File: src/rtl/outerprodrc_ctrl.sv
// Job sequencer for one outerprodrc_vvm array: clear, run RUNLEN enables, drain, capture result.
// Result valid at accept+2+RUNLEN+DRAIN; held in DONE until iReady, and no job is accepted while busy.
module outerprodrc_ctrl #(
  parameter int ROWNUM      = 2,
  parameter int COLNUM      = 2,
  parameter int BITWIDTH    = 4,
  parameter int OUTBITWIDTH = 8,
  parameter int RUNLEN      = 8,
  parameter int DRAIN       = 1
) (
  input  logic                                  iClk,
  input  logic                                  iRst,
  input  logic                                  iValid,
  output logic                                  oReady,
  input  logic [ROWNUM*BITWIDTH-1:0]            iData0,
  input  logic [COLNUM*BITWIDTH-1:0]            iData1,
  input  logic                                  iAbort,
  output logic                                  oValid,
  input  logic                                  iReady,
  output logic [ROWNUM*COLNUM*OUTBITWIDTH-1:0]  oResult,
  output logic                                  oBusy,
  output logic                                  oArrEn,
  output logic                                  oArrClr,
  output logic [ROWNUM*BITWIDTH-1:0]            oArrData0,
  output logic [COLNUM*BITWIDTH-1:0]            oArrData1,
  input  logic [ROWNUM*COLNUM*OUTBITWIDTH-1:0]  iArrData
);

  localparam int RW = $clog2(RUNLEN + 1);
  localparam logic [RW-1:0] RUN_LAST   = RW'(RUNLEN - 1);
  localparam logic [3:0]    DRAIN_LAST = 4'(DRAIN - 1);

  typedef enum logic [2:0] {
    S_IDLE,
    S_CLEAR,
    S_RUN,
    S_DRAIN,
    S_DONE
  } state_t;

  state_t        state, state_nxt;
  logic [RW-1:0] run_cnt, run_cnt_nxt;
  logic [3:0]    drain_cnt, drain_cnt_nxt;
  logic          accept, capture;

  always_ff @(posedge iClk) begin
    if (iRst) begin
      state     <= S_IDLE;
      run_cnt   <= '0;
      drain_cnt <= '0;
      oResult   <= '0;
      oArrData0 <= '0;
      oArrData1 <= '0;
    end else begin
      state     <= state_nxt;
      run_cnt   <= run_cnt_nxt;
      drain_cnt <= drain_cnt_nxt;
      if (accept) begin
        oArrData0 <= iData0;
        oArrData1 <= iData1;
      end
      if (capture) oResult <= iArrData;
    end
  end

  always_comb begin
    state_nxt     = state;
    run_cnt_nxt   = run_cnt;
    drain_cnt_nxt = drain_cnt;
    accept        = 1'b0;
    capture       = 1'b0;
    case (state)
      S_IDLE: begin
        if (iValid) begin
          accept    = 1'b1;
          state_nxt = S_CLEAR;
        end
      end
      S_CLEAR: begin
        run_cnt_nxt = '0;
        state_nxt   = S_RUN;
      end
      S_RUN: begin
        if (run_cnt == RUN_LAST) begin
          drain_cnt_nxt = '0;
          if (DRAIN == 0) begin
            state_nxt = S_DONE;
            capture   = 1'b1;
          end else begin
            state_nxt = S_DRAIN;
          end
        end else begin
          run_cnt_nxt = run_cnt + 1'b1;
        end
      end
      S_DRAIN: begin
        if (drain_cnt == DRAIN_LAST) begin
          state_nxt = S_DONE;
          capture   = 1'b1;
        end else begin
          drain_cnt_nxt = drain_cnt + 4'd1;
        end
      end
      S_DONE: begin
        if (iReady) state_nxt = S_IDLE;
      end
      default: state_nxt = S_IDLE;
    endcase
    // Abort wins over every other transition, including the result capture.
    if (iAbort && state != S_IDLE) begin
      state_nxt = S_IDLE;
      capture   = 1'b0;
    end
  end

  assign oReady  = !iRst && state == S_IDLE;
  assign oValid  = !iRst && state == S_DONE;
  assign oBusy   = !iRst && state != S_IDLE;
  assign oArrEn  = !iRst && state == S_RUN;
  assign oArrClr = !iRst && state == S_CLEAR;

endmodule

File: config.mk
export PLATFORM = sky130hd
export DESIGN_NAME = outerprodrc_ctrl
export DESIGN_NICKNAME = d
export VERILOG_FILES = /design/src/rtl/outerprodrc_ctrl.sv
export SDC_FILE = /design/constraint.sdc
export NUM_CORES = 1
export LEC_CHECK = 0
export CELL_PAD_IN_SITES_DETAIL_PLACEMENT = 0
export CELL_PAD_IN_SITES_GLOBAL_PLACEMENT = 2
export CORE_ASPECT_RATIO = 0.75
export CORE_UTILIZATION = 23
export DETAILED_ROUTE_END_ITERATION = 7
export GPL_ROUTABILITY_DRIVEN = 0
export PLACE_DENSITY = 0.84
export SETUP_SLACK_MARGIN = 0.1
export SYNTH_ARGS = -nofsm -noshare
export SYNTH_HDL_FRONTEND = slang
export SYNTH_SLANG_ARGS = --single-unit
File: constraint.sdc
create_clock -name iClk -period 1.9 [get_ports iClk]
set_input_delay 0.19 -clock iClk [delete_from_list [all_inputs] [get_ports iClk]]
set_output_delay 0.19 -clock iClk [all_outputs]
set_load 0.05 [all_outputs]
After elaboration in Yosys (flattened, before gate mapping). Cells that the tools add are included. Widths: inputs -> output; s select.

Flip-flop bits (word level): 59. Word-level logic and storage cells: 50. Output and inout bits: 53.

Add/subtract/negate cells: 2. Reductions and logical operators: 16. Eq/ne operators: 11. Multiplexer cells: 15.

Operators by type and width (count): $pmux 4 s2 (2); $pmux 3 s5 (1); $mux 3 (4); $mux 4 (3); $ne 2x2->1 const B (6); $add 4x1->4 const B (2); $eq 3x2->1 const B (2); $logic_and 1x1->1 (6); $mux 1 (5); $eq 4x3->1 const B (1); $logic_not 4->1 (1); $reduce_and 4->1 (1); $reduce_bool 2->1 (2); $eq 3x1->1 const B (1); $eq 3x3->1 const B (1); $logic_not 3->1 (1); $reduce_and 3->1 (1); $reduce_bool 3->1 (1); $reduce_and 2->1 (1); $reduce_or 2->1 (1); $logic_not 1->1 (1).

Longest topological paths before layout.
Word-level depth: 4. Mapped depth: 7. Gate-level depth less buffers: 5.

Worst setup path before layout. OpenSTA, ideal clock, no wires.

Path type: flip-flop to output port. From: reg state[0]. To: out oValid. Stages on the path, launching flop included: 3. Required time: 1.710 ns. Data arrival time: 2.189 ns. Slack: -0.479 ns. Cell sequence: dfxtp_1 clkbuf_1 nor4b_1.

Longest elaborated chain between the ends: 2.

Ends and longest elaborated chain: from (decl) (line 41) `state_t state, state_nxt;`; from (signal assigned) (line 55) `state <= state_nxt;`; $eq 3x3->1 (line 117) `assign oValid = !iRst && state == S_DONE;`; $logic_and 1x1->1 (line 117); to (decl) (line 18) `output logic oValid,`.

Every way passes these cells.

Worst setup path in the final report.
From: reg state[1]. To: out oArrClr.

Longest elaborated chain between the ends: 2.

Ends and longest elaborated chain: $eq 3x1->1 (line 120) `assign oArrClr = !iRst && state == S_CLEAR;`; $logic_and 1x1->1 (line 120); to (decl) (line 23) `output logic oArrClr,`.

Every way passes these cells.

==> impl_results.md <==
* Status: completed
* Post-CTS Setup Inserts at 0
* Crit path DAT at approximately 1500 ps
* Worst Path Required at between 1500 and 2000 ps
* Final Core Density at between 30% and 40%
* Share of the synthesized area in the top cell type at a little under half
* Synth Instances at roughly 300
* CP max FO at 12
* Vias per inst at 4.95
* Yosys cell types at 33
* Via Count at approximately 2.7k
* CTS Buffer Depth at 2
* Initial DRC count at roughly 130
* FF/Latch Area at about 1200 um^2
* Synth async-reset ratio at 0%
* Power Density at around 800 nW/um^2
* WS Path Type: reg2out
* Final setup margin at around 170 ps
* Global Route Usage Sum at between 10% and 20%
* DRC Markers at 0
* Minimum clock period at around 1700 ps
* Die span in y at roughly 93 um
* Seq pwr share at between 30 and 40%
* Syn Nets at 355
* Leak at 1.41 nW
* Wirelength, routed at 8180 um
* Least-Margin Pin Slew at between 600 and 700 ps
* Skew final at 5.97 ps
* Worst slew margin at approximately three fifths
* Switching power total at approximately 0.82 mW
* Most frequent cell after synthesis: dfxtp_1
* Worst slack at placement at ~77 ps
* Max cap viols at 0
* Synth cell count leaders: dfxtp_1 (59), a21oi_1 (58), nand2_1 (32), nand4_1 (32), o31ai_1 (32)
* Seq/Total Area, Yosys at between 40 and 50%
* Top Ports at 106
* First-pass GRT wire length at around 13000 um
* Core ar. at 10500 um^2
* Switching Share at a little under a quarter
* Post-DP HPWL at around 5500 um
* Post-DR wirelength/cell at roughly 15 um
* Syn avg cell area at roughly 8.5 um^2
* Die width at between 100 and 150 um
* Layout cells sized above 1 at between 10% and 20%
* Post-route cell area at 4170 um^2
* Routed Antenna Nets at 0
* CTS sink cnt at 59
* FMAX at between 500 and 600 MHz
* Ys Warns at 0
* Post-route clock period utilization at about nine tenths
* Number of port buffers at about 110
* Peak VDD IR at ~350 uV
* Cell Int Power at between 2 and 3 mW
* Clk_lat worst skew at roughly 330 ps
* Top FF cell, synth: dfxtp_1
* CTS H-tree lvls at 3
* Number of synthesized register bits at roughly 60
* Startpoint types: register
* Clk pwr share at between 40% and 50%
* RSZ-0062 raised after global routing: true
* Filler Cells Inserted at just over 1k
* # setup viols final at 0
* Cell Area, Synth at 2540 um^2
* Vias in the first global route at 2682
* Total congestion overflow at 0
* PostCTS Resize Cnt at 2
* CTS clk-pin slew, worst paths at around 50 ps
* CTS Buf Count at 9
* CTS tree: built
* Clock Root Buffer: clkbuf_16
* Num rows at 32
* Initial core utilization at around a quarter
* Post-route setup TNS at 0 ps
* Most area-hungry cell type in the Yosys netlist: dfxtp_1
* Syn-to-layout area delta at 63.9%
* Pre-antenna DRT Iters at 4
* Die area at ~11000 um^2
* Post-synth EDFFs at 0
* Worst min path class: in2reg
* Area of the multi-input gates at 1240 um^2
* Synth area leaders: dfxtp_1 (46%), a21oi_1 (11%), o31ai_1 (9.4%)
* Comb power frac at 12.5%
* Initial antenna violation count at 0
* # diodes at 0
* Pins Over Slew Limit at 0
* Final nets at between 400 and 500
* Placed inst area at 3850 um^2
* CP Capture Type: output pin
* Largest net degree at the start of global routing at 35
* CTS Hold Bufs at 0
* Endpoints failing hold at 0
==> critical path: stages (launching register included) <==
cell and delay, ps:
dfxtp_1 300, buf_4 170, or3b_4 440, nor2_2 150, buf_12 150
==> power groups by stage <==
| stage | sequential, mW | combinational [mW] | clock [mW] |
|---|---|---|---|
| floorplan | 1.39 | 0.125 | 0 |
| global placement | 1.31 | 0.424 | 0 |
| detailed placement | 1.31 | 0.424 | 0 |
| CTS | 1.28 | 0.427 | 1.74 |
| global route | 1.29 | 0.452 | 1.81 |
| finish | 1.28 | 0.427 | 1.71 |
==> layout by cell type (no fill, tap or decap), drive strengths merged <==
| cell type | instances |
|---|---|
| mux2i | 1 |
| ha | 3 |
| nor2 | 4 |
| and4 | 1 |
| dfxtp | 59 |
| nand3 | 5 |
| a22oi | 1 |
| o211ai | 4 |
| bufinv | 2 |
| nor3 | 2 |
| inv | 4 |
| nand4b | 1 |
| nand3b | 2 |
| nand4 | 32 |
| a21oi | 58 |
| nor4 | 2 |
| or4b | 1 |
| nor3b | 2 |
| or3 | 3 |
| o21bai | 1 |
| or4 | 2 |
| or3b | 3 |
| o22ai | 1 |
| o31ai | 32 |
| buf | 25 |
| a31oi | 1 |
| clkdlybuf4s50 | 99 |
| o221ai | 3 |
| nand2 | 32 |
| and3b | 2 |
| clkbuf | 10 |
| clkinv | 4 |
| nor4b | 2 |
==> worst paths after layout <==
path	cells after the start	endpoint	slack, ps	start
min	2	oArrData1[0]	380	iRst
max	4	oArrClr	170	state[1]
min reg2reg	2	oArrData1[7]	460	oArrData1[7]
max reg2reg	6	oResult[1]	230	drain_cnt[0]
==> state kept, by name, summed over array words and instances, names as in the netlist <==
register / cells
drain_cnt: 4
oResult: 32
oArrData1: 8
state: 3
run_cnt: 4
oArrData0: 8
==> cell families (layout without fill, tap and decap cells) <==
kind of cell / after synthesis / after routing / share of synthesized area [%]
multiplexers: 1 / 1 / 0.394
adder cells (fa/ha/maj): 3 / 3 / 1.48
flip-flops: 59 / 59 / 46.4
AO/OA/AOI/OAI: 101 / 101 / 24.2
buffers and inverters: 39 / 144 / 6.05
AND/OR/NAND/NOR: 96 / 96 / 21.5
==> stage by stage <==
| step | total power [mW] | std cells | hold WS (ps) |
|---|---|---|---|
| detailed placement | 1.73 | 524 | 450 |
| finish | 3.41 | 540 | 383 |
| floorplan | 1.51 | 299 | 326 |
| global placement | 1.73 | 524 | 441 |
| CTS | 3.45 | 540 | 386 |
| global route | 3.54 | 540 | 400 |
==> final cells by class <==
cell class | count | share of cell area [%]
Tap cell | 136 | 4.08
Multi-Input combinational cell | 201 | 29.8
Clock inverter | 6 | 1.92
Clock buffer | 10 | 5.49
Timing Repair Buffer | 124 | 30.0
Inverter | 4 | 0.360
Sequential cell | 59 | 28.4
==> layer usage <==
metal | global-route usage, % | vias up | share of wire, %
li1 | - | 1326 | -
met5 | 0 | - | 0
met4 | 4.72 | 0 | 1.3
met2 | 22.4 | 68 | 46
met3 | 6.77 | 8 | 7.7
met1 | 18.4 | 1273 | 45
No activity file was read; power rests on OpenSTA's default activity.
